--- src/rtl/dma_rd_arbiter.sv ---
// dma_rd_arbiter: single-outstanding AXI read arbiter sharing one ariane_axi read port among NUM_REQ pollers.
// Define DMA_RD_ARB_FIXED_PRIO_EN for fixed lowest-index priority instead of round robin.
package ariane_axi;
   typedef struct packed {
      logic [3:0]  id;
      logic [63:0] addr;
      logic [7:0]  len;
      logic [2:0]  size;
      logic [1:0]  burst;
      logic        lock;
      logic [3:0]  cache;
      logic [2:0]  prot;
      logic [3:0]  qos;
      logic [3:0]  region;
   } ax_chan_t;
   typedef struct packed {
      logic [63:0] data;
      logic [7:0]  strb;
      logic        last;
   } w_chan_t;
   typedef struct packed {
      logic [3:0] id;
      logic [1:0] resp;
   } b_chan_t;
   typedef struct packed {
      logic [3:0]  id;
      logic [63:0] data;
      logic [1:0]  resp;
      logic        last;
   } r_chan_t;
   typedef struct packed {
      ax_chan_t aw;
      logic     aw_valid;
      w_chan_t  w;
      logic     w_valid;
      logic     b_ready;
      ax_chan_t ar;
      logic     ar_valid;
      logic     r_ready;
   } req_t;
   typedef struct packed {
      logic    aw_ready;
      logic    ar_ready;
      logic    w_ready;
      logic    b_valid;
      b_chan_t b;
      logic    r_valid;
      r_chan_t r;
   } resp_t;
endpackage

module dma_rd_arbiter #(
   parameter int unsigned NUM_REQ = 2,
   parameter int unsigned AXI_ID  = 1
) (
   input  logic                  clk_i,
   input  logic                  rst_i,
   input  logic [NUM_REQ-1:0]    req_valid_i,
   input  logic [NUM_REQ*64-1:0] req_addr_i,
   output logic [NUM_REQ-1:0]    req_ready_o,
   output logic [NUM_REQ-1:0]    rsp_valid_o,
   output logic [63:0]           rsp_data_o,
   output logic                  rsp_err_o,
   output logic                  busy_o,
   output ariane_axi::req_t      axi_req_o,
   input  ariane_axi::resp_t     axi_resp_i
);
   localparam int unsigned IW = (NUM_REQ > 1) ? $clog2(NUM_REQ) : 1;
   typedef enum logic [1:0] {IDLE, AR, R, RESP} state_t;
   state_t             r_state, w_next;
   logic [IW-1:0]      r_owner, w_win;
   logic               w_any, w_ar_hs, w_r_hs, w_unused;
   logic [63:0]        w_addr, r_addr, r_data;
   logic [NUM_REQ-1:0] r_req_ready, r_rsp_valid;
   logic [1:0]         r_burst;
   logic               r_err, r_ar_valid, r_r_ready, r_busy;
`ifndef DMA_RD_ARB_FIXED_PRIO_EN
   logic [IW-1:0]      r_ptr;
`endif
   assign w_any   = |req_valid_i;
   assign w_ar_hs = r_ar_valid & axi_resp_i.ar_ready;
   assign w_r_hs  = r_r_ready & axi_resp_i.r_valid;
   // Candidates are scanned from lowest to highest priority so the winner is assigned last.
   always_comb begin
      w_win  = '0;
      w_addr = '0;
`ifdef DMA_RD_ARB_FIXED_PRIO_EN
      for (int k = NUM_REQ - 1; k >= 0; k--)
         if (req_valid_i[k]) w_win = IW'(k);
`else
      for (int i = NUM_REQ - 1; i >= 0; i--)
         for (int k = 0; k < NUM_REQ; k++)
            if (req_valid_i[k] && k == (int'(r_ptr) + i) % NUM_REQ) w_win = IW'(k);
`endif
      for (int k = 0; k < NUM_REQ; k++)
         if (w_win == IW'(k)) w_addr = req_addr_i[64*k +: 64];
   end
   always_comb begin
      w_next = r_state;
      case (r_state)
         IDLE:    w_next = w_any ? AR : IDLE;
         AR:      w_next = w_ar_hs ? R : AR;
         R:       w_next = w_r_hs ? RESP : R;
         default: w_next = IDLE;
      endcase
   end
   always_ff @(posedge clk_i or posedge rst_i)
      if (rst_i) r_state <= IDLE;
      else       r_state <= w_next;
   always_ff @(posedge clk_i or posedge rst_i) begin
      if (rst_i) begin
         r_owner     <= '0;
         r_addr      <= '0;
         r_data      <= '0;
         r_err       <= 1'b0;
         r_burst     <= 2'b00;
         r_req_ready <= '0;
         r_rsp_valid <= '0;
         r_ar_valid  <= 1'b0;
         r_r_ready   <= 1'b0;
         r_busy      <= 1'b0;
`ifndef DMA_RD_ARB_FIXED_PRIO_EN
         r_ptr       <= '0;
`endif
      end else begin
         r_burst     <= 2'b01;
         r_ar_valid  <= w_next == AR;
         r_r_ready   <= w_next == R;
         r_busy      <= w_next != IDLE;
         r_req_ready <= '0;
         r_rsp_valid <= '0;
         if (r_state == IDLE && w_any) begin
            r_owner     <= w_win;
            r_addr      <= {w_addr[63:3], 3'b000};
            r_req_ready <= NUM_REQ'(1) << w_win;
         end
         if (w_r_hs) begin
            r_data      <= axi_resp_i.r.data;
            r_err       <= axi_resp_i.r.resp != 2'b00;
            r_rsp_valid <= NUM_REQ'(1) << r_owner;
         end
`ifndef DMA_RD_ARB_FIXED_PRIO_EN
         if (r_state == RESP) r_ptr <= (r_owner == IW'(NUM_REQ - 1)) ? '0 : r_owner + 1'b1;
`endif
      end
   end
   always_comb begin
      axi_req_o          = '0;
      axi_req_o.ar.id    = 4'(AXI_ID);
      axi_req_o.ar.addr  = r_addr;
      axi_req_o.ar.size  = 3'd3;
      axi_req_o.ar.burst = r_burst;
      axi_req_o.ar_valid = r_ar_valid;
      axi_req_o.r_ready  = r_r_ready;
   end
   assign req_ready_o = r_req_ready;
   assign rsp_valid_o = r_rsp_valid;
   assign rsp_data_o  = r_data;
   assign rsp_err_o   = r_err;
   assign busy_o      = r_busy;
   // Single beat, single outstanding: write channels, r.id and r.last carry no information here.
   assign w_unused = ^{axi_resp_i.aw_ready, axi_resp_i.w_ready, axi_resp_i.b_valid, axi_resp_i.b,
                       axi_resp_i.r.id, axi_resp_i.r.last, w_addr[2:0]};
endmodule

--- config.mk ---
export PLATFORM = sky130hd
export DESIGN_NAME = dma_rd_arbiter
export DESIGN_NICKNAME = d
export VERILOG_FILES = /design/src/rtl/dma_rd_arbiter.sv
export SDC_FILE = /design/constraint.sdc
export NUM_CORES = 1
export LEC_CHECK = 0
export ABC_CLOCK_PERIOD_IN_PS = 5000
export CORE_AREA = 2 2 215 217
export CTS_CLUSTER_DIAMETER = 60
export DETAILED_ROUTE_END_ITERATION = 10
export DIE_AREA = 0 0 217 219
export RECOVER_POWER = 25
export SETUP_SLACK_MARGIN = 0.4
export SLEW_MARGIN = 20
export SYNTH_ARGS = -nofsm -noshare
export SYNTH_HDL_FRONTEND = slang
export SYNTH_SLANG_ARGS = --single-unit
--- constraint.sdc ---
create_clock -name clk_i -period 5 [get_ports clk_i]
set_clock_uncertainty 0.15 [all_clocks]
set_input_delay 1 -clock clk_i [delete_from_list [all_inputs] [get_ports clk_i]]
set_output_delay 1 -clock clk_i [all_outputs]
set_load 0.02 [all_outputs]
==> flow_summary.json, run 1 <==
{
  "status": "finished, violations left",
  "violations": "capacitance limit, slew limit",
  "drt_iter0_drc": 218,
  "final_common_cell": "clkdlybuf4s50_1",
  "crit_chain": "dlygate4sd3_1, clkinvlp_4, clkbuf_2",
  "cts_tree": "done",
  "dp.cells": 1498,
  "antenna_left": 0,
  "leakage_nw": 4.639,
  "synth_top_family_by_area": "buffers and inverters",
  "place_ws_ns": 1.611,
  "synthMuxAreaShare_pct": 10.01,
  "synth_simple_gate_area_share_pct": 1.424,
  "period_share_pct": 69.91,
  "endpoint_kind": "async pin",
  "powerDensity_nw_per_um2": 599.6,
  "cts_made_buffers": 17,
  "layout.nets": 1131,
  "worstMarginPinSlew_ns": 2.395,
  "criticalPathCategory": "input port to async pin",
  "yosysWarnings": 0,
  "cts_root_buf": "clkbuf_16",
  "wl_met1_um": 8379,
  "start_kind": "input port",
  "wl_per_cell_um": 14.29,
  "antenna_cells": 0,
  "vias": 5181,
  "fp-row-count": 78,
  "max_slew_margin_pct": -59.64,
  "power_switching_w": 0.002461,
  "die_y_um": 219,
  "io_buffers": 327,
  "ir_worst_vdd_mv": 0.2552,
  "gp_congestion": 0.7125,
  "start_util_pct": 15.98,
  "syn_avg_cell_area_um2": 11.97,
  "grt_setup_unrepaired": "no",
  "drive_gt1_share_pct": 11.94,
  "totalWireLength_um": 21860,
  "clock-sinks": 138,
  "cts_hold_buf": 0,
  "clk_latency_ns": 0.46,
  "drc_errors": 0,
  "grt_max_degree": 96,
  "final_cells": 1530,
  "setup_ws_ns": 1.505,
  "die_x_um": 217,
  "crit_arrival_ns": 3.42,
  "dr_wl_met2_um": 10980,
  "grt_pass1_wl_um": 30560,
  "setup_viol": 0,
  "post_cts.repair.setup_buffers": 0,
  "dieArea_um2": 47520,
  "synth_area_um2": 7203,
  "path_clk_slew_ns": 0.06,
  "ys_types": 26,
  "sw_frac_of_total_pct": 37.53,
  "wl_met3_um": 2133,
  "worstPathMaxFanout": 95,
  "viasPerCell": 3.386,
  "cts-htree-levels": 4,
  "top_layer": "met4",
  "drtPass1Iterations": 4,
  "max-cap-violations": 1,
  "crit_path_top_delay_cell": "clkbuf_2",
  "overflow": 0,
  "synthToLayoutAreaGrowth_pct": 51.82,
  "track_usage_pct": 8.899,
  "setup_tns_ns": 0,
  "p_int_w": 0.004096,
  "period_minus_slack_ns": 3.496,
  "netlist_instances": 602,
  "fmax_mhz": 286.1,
  "hold_viol_final": 0,
  "final_cell_mix": "clkdlybuf4s50_1, conb_1, dfrtp_1",
  "synth_compound_area_share_pct": 15.65,
  "hp-class": "register to register",
  "clockPowerShare_pct": 21.2,
  "seq_area_frac_synth_pct": 47.94,
  "crit_required_ns": 4.92,
  "ys_ff_latch": 138,
  "synth-xor-area-share_pct": 0,
  "path_buf_inv": 3,
  "cts_buffer_depth": 2,
  "ios": 556,
  "pwr-share-comb_pct": 49.0,
  "antenna_found_initial": 0,
  "grt_pass1_vias": 4982,
  "crit_family": "buffers and inverters",
  "critPathMaxStageDelay_ns": 1.64,
  "dp_hpwl_um": 16390,
  "synth_fa_ha_area_share_pct": 0,
  "coreArea_um2": 45090,
  "slew_viol_final": 96,
  "seqPwrFrac_pct": 29.9,
  "postCtsResizedCells": 0
}
registers in the layout, indices dropped and copies added (netlist names):
name	cells
r_addr	61
rsp_valid_o	2
req_ready_o	2
rsp_err_o	1
r_owner	1
rsp_data_o	64
r_ptr	1
busy_o	1
r_ar_valid	1
r_burst	1
r_r_ready	1
r_state	2
layer usage:
| layer | track usage, % | up-vias |
|---|---|---|
| met5 | 0 | - |
| met4 | 3.379 | 0 |
| met3 | 4.089 | 24 |
| met2 | 15.20 | 280 |
| met1 | 9.609 | 2526 |
| li1 | - | 2351 |
synthesized netlist by cell type:
cell | count | area, um^2
clkbuf_1 | 10 | 37.54
and3_1 | 3 | 18.77
a31oi_1 | 1 | 6.260
nand2b_1 | 2 | 12.51
mux2_2 | 64 | 720.7
a2bb2oi_1 | 2 | 17.52
nor3_1 | 1 | 5.000
inv_1 | 1 | 3.750
dfrtp_1 | 138 | 3453
or2_2 | 1 | 6.260
buf_6 | 7 | 78.83
nor2_1 | 4 | 15.01
nand2_1 | 5 | 18.77
buf_4 | 210 | 1577
a21oi_1 | 2 | 10.01
conb_1 | 2 | 7.510
a221o_1 | 61 | 610.6
o22a_1 | 1 | 8.760
nor3b_1 | 1 | 7.510
or2_1 | 1 | 6.260
o21a_1 | 61 | 457.9
buf_2 | 19 | 95.09
and2_1 | 1 | 6.260
o22ai_1 | 1 | 6.260
nor2b_1 | 1 | 6.260
o21ai_0 | 2 | 10.01
path summary, 6_finish.rpt:
check / start / slack, ns / cells past startpoint / endpoint
max: rst_i / 1.50 / 3 / r_addr[16]$_DFFE_PP0P_
min: rsp_err_o$_DFFE_PP0P_ / 0.32 / 2 / rsp_err_o$_DFFE_PP0P_
max reg2reg: r_r_ready$_DFF_PP0_ / 2.69 / 3 / rsp_data_o[19]$_DFFE_PP0P_
min reg2reg: rsp_err_o$_DFFE_PP0P_ / 0.32 / 2 / rsp_err_o$_DFFE_PP0P_
max in group clk_i: axi_resp_i[71] / 2.04 / 4 / rsp_data_o[19]$_DFFE_PP0P_
min in group asynchronous: rst_i / 1.03 / 3 / r_addr[29]$_DFFE_PP0P_
power groups by stage:
| stage | clock network, W | logic, W | registers [W] |
|---|---|---|---|
| after floorplan | 0 | 0.00130 | 0.00257 |
| after global placement | 0 | 0.00324 | 0.00196 |
| after detailed placement | 0 | 0.00326 | 0.00198 |
| after CTS | 0.00144 | 0.00327 | 0.00197 |
| after global routing | 0.00148 | 0.00342 | 0.00204 |
| final | 0.00139 | 0.00321 | 0.00196 |
tightest hold or removal path, cell delays in order (launching register included):
cell     delay (ns)
dfrtp_1        0.34
nand2_1        0.05
nand2_1        0.05
final cells by class:
| cell class | instances | area (um^2) |
|---|---|---|
| Clock inverter | 13 | 181.4 |
| Tap cell | 600 | 750.7 |
| Multi-Input combinational cell | 424 | 2746 |
| Clock buffer | 19 | 452.9 |
| Inverter | 1 | 7.507 |
| Timing Repair Buffer | 335 | 3343 |
| Sequential cell | 138 | 3453 |
| Fill cell | 4836 | 34150 |
cells by family (layout without fill, tap and decap cells):
kind of cell	Yosys count	after routing
buffers and inverters	247	368
DFF	138	138
AOI/OAI and AO/OA	131	131
muxes	64	64
and+or+nand+nor	20	20
other	2	209
stage by stage:
step / total power, W / hold slack (ns) / util [%] / instance area, um^2
2_1_floorplan: 0.003875 / 0.2809 / - / 7984
3_3_place_gp: 0.005199 / 0.3010 / 22.88 / 10320
3_5_place_dp: 0.005240 / 0.3075 / 22.88 / 10320
4_1_cts: 0.006677 / 0.3213 / 24.29 / 10950
5_1_grt: 0.006939 / 0.3541 / 24.25 / 10940
6_report: 0.006557 / 0.3164 / 24.25 / 10940
No activity file was read; power rests on OpenSTA's default activity.
==> run 2, diff against run 1 <==
--- a/config.mk
+++ b/config.mk
@@ -5,11 +5,11 @@
 export SDC_FILE = /design/constraint.sdc
 export NUM_CORES = 1
 export LEC_CHECK = 0
-export ABC_CLOCK_PERIOD_IN_PS = 5000
-export CORE_AREA = 2 2 215 217
+export ABC_CLOCK_PERIOD_IN_PS = 3500
+export CORE_AREA = 2 2 217 219
 export CTS_CLUSTER_DIAMETER = 60
 export DETAILED_ROUTE_END_ITERATION = 10
-export DIE_AREA = 0 0 217 219
+export DIE_AREA = 0 0 219 221
 export RECOVER_POWER = 25
 export SETUP_SLACK_MARGIN = 0.4
 export SLEW_MARGIN = 20
==> constraint.sdc (replaced) <==
create_clock -name clk_i -period 3.5 [get_ports clk_i]
set_clock_uncertainty 0.15 [all_clocks]
set_input_delay 0.7 -clock clk_i [delete_from_list [all_inputs] [get_ports clk_i]]
set_output_delay 0.7 -clock clk_i [all_outputs]
set_load 0.02 [all_outputs]
==> run 2 against run 1 <==
Against the previous run:
- the run now ends clean
- utilization decreased by 0.47 points
- sequential share of layout area decreased by 0.061 points
- register-to-register slack worse by 1.3 ns
- non-clock buffer count is 1 higher
- routed wire length decreased by 4.7%
- critical path depth shrank 2
- combinational power grew 43%
- power increased by 40%
- die area grew 1.8%
- sequential power grew 42%
- clock-buffer cell count decreased by 1
- critical path type is now register to primary output
- largest cell class unchanged
==> flow_summary.json, run 2 (synthesis gave the netlist of run 1 again) <==
{
  "status": "finished clean",
  "grt_pass1_vias": 5047,
  "crit_path_top_delay_cell": "clkdlybuf4s50_1",
  "cts_made_buffers": 17,
  "antenna_cells": 0,
  "leakage_nw": 4.640,
  "viasPerCell": 3.375,
  "antenna_left": 0,
  "hp-class": "register to register",
  "cts-htree-levels": 4,
  "worstPathMaxFanout": 4,
  "cts_root_buf": "clkbuf_16",
  "grt_setup_unrepaired": "no",
  "setup_tns_ns": 0,
  "setup_viol": 0,
  "worstMarginPinSlew_ns": 1.242,
  "drive_gt1_share_pct": 11.71,
  "clk_latency_ns": 0.46,
  "fmax_mhz": 406.7,
  "criticalPathCategory": "register to primary output",
  "fp-row-count": 79,
  "p_total_w": 0.009205,
  "antenna_found_initial": 0,
  "track_usage_pct": 8.441,
  "grt_pass1_wl_um": 30150,
  "hold_viol_final": 0,
  "crit_arrival_ns": 1.61,
  "grt_max_degree": 64,
  "final_common_cell": "clkdlybuf4s50_1",
  "layout.nets": 1132,
  "max_slew_margin_pct": 16.76,
  "path_buf_inv": 1,
  "crit_chain": "clkdlybuf4s50_1",
  "period_minus_slack_ns": 2.459,
  "n_fill_cell": 4999,
  "drtPass1Iterations": 4,
  "ios": 556,
  "io_buffers": 327,
  "drc_errors": 0,
  "powerDensity_nw_per_um2": 840.2,
  "ir_worst_vdd_mv": 0.4641,
  "die_x_um": 219,
  "totalWireLength_um": 20840,
  "post_cts.repair.setup_buffers": 0,
  "crit_family": "buffers and inverters",
  "dp_hpwl_um": 15610,
  "max-cap-violations": 0,
  "largest_reg_flops": 64,
  "synthToLayoutAreaGrowth_pct": 52.11,
  "critPathMaxStageDelay_ns": 0.75,
  "clock-sinks": 138,
  "overflow": 0,
  "period_share_pct": 70.24,
  "final_cell_mix": "clkdlybuf4s50_1, conb_1, dfrtp_1",
  "wl_per_cell_um": 13.55,
  "start_util_pct": 15.64,
  "dieArea_um2": 48400,
  "gp_congestion": 0.7273,
  "cts_hold_buf": 0,
  "cts_buffer_depth": 2,
  "crit_required_ns": 2.65,
  "coreArea_um2": 46060,
  "start_kind": "register",
  "postCtsResizedCells": 0,
  "path_clk_slew_ns": 0.07,
  "drt_iter0_drc": 229,
  "die_y_um": 221,
  "endpoint_kind": "primary output",
  "slew_viol_final": 0,
  "vias": 5190,
  "cts_tree": "done"
}
## run 2: stage by stage
stage,util [%],setup slack [ns],area [um^2],std cells,hold WS (ns)
6_report,23.79,1.041,10960,1538,0.3191
2_1_floorplan,-,0.9289,7984,809,0.2809
3_3_place_gp,22.54,0.8188,10380,1506,0.3085
5_1_grt,23.79,0.9445,10960,1538,0.3678
4_1_cts,23.83,0.9082,10970,1538,0.3319
3_5_place_dp,22.54,0.8002,10380,1506,0.3182
## run 2: report_power, final
group | total [W] | leakage [nW] | internal (W) | switching, W
Clock | 0.00184 | 0.295 | 0.00103 | 0.000810
Sequential | 0.00279 | 1.68 | 0.00237 | 0.000423
Combinational | 0.00458 | 2.67 | 0.00233 | 0.00225
Total | 0.00921 | 4.64 | 0.00572 | 0.00348
## run 2: final timing paths
check                      cells after the start  slack [ns]                  start                    endpoint
hold reg to reg                                2        0.32  rsp_err_o$_DFFE_PP0P_       rsp_err_o$_DFFE_PP0P_
setup / recovery                               1        1.04    r_r_ready$_DFF_PP0_                axi_req_o[0]
min in group asynchronous                      2        0.81                  rst_i  rsp_data_o[38]$_DFFE_PP0P_
hold / removal                                 2        0.32  rsp_err_o$_DFFE_PP0P_       rsp_err_o$_DFFE_PP0P_
max in group asynchronous                      3        1.54                  rst_i      r_addr[48]$_DFFE_PP0P_
setup reg to reg                               4        1.44   r_state[0]$_DFF_PP0_      r_addr[12]$_DFFE_PP0P_
## run 2: area by class of cell
type / instances / area, um^2 / share of cell area [%]
Inverter: 1 / 5.005 / 0.04568
Clock inverter: 14 / 152.6 / 1.393
Sequential cell: 138 / 3453 / 31.52
Multi-Input combinational cell: 424 / 2739 / 25.00
Clock buffer: 18 / 439.2 / 4.008
Timing Repair Buffer: 336 / 3408 / 31.11
Tap cell: 607 / 759.5 / 6.932
## run 2: layer usage
| metal | vias up | part of all wire [%] | global-route usage [%] |
|---|---|---|---|
| li1 | 2343 | - | - |
| met1 | 2512 | 38 | 8.925 |
| met2 | 319 | 50 | 14.36 |
| met3 | 16 | 11 | 4.124 |
| met4 | 0 | 1.2 | 3.226 |
| met5 | - | 0 | 0 |
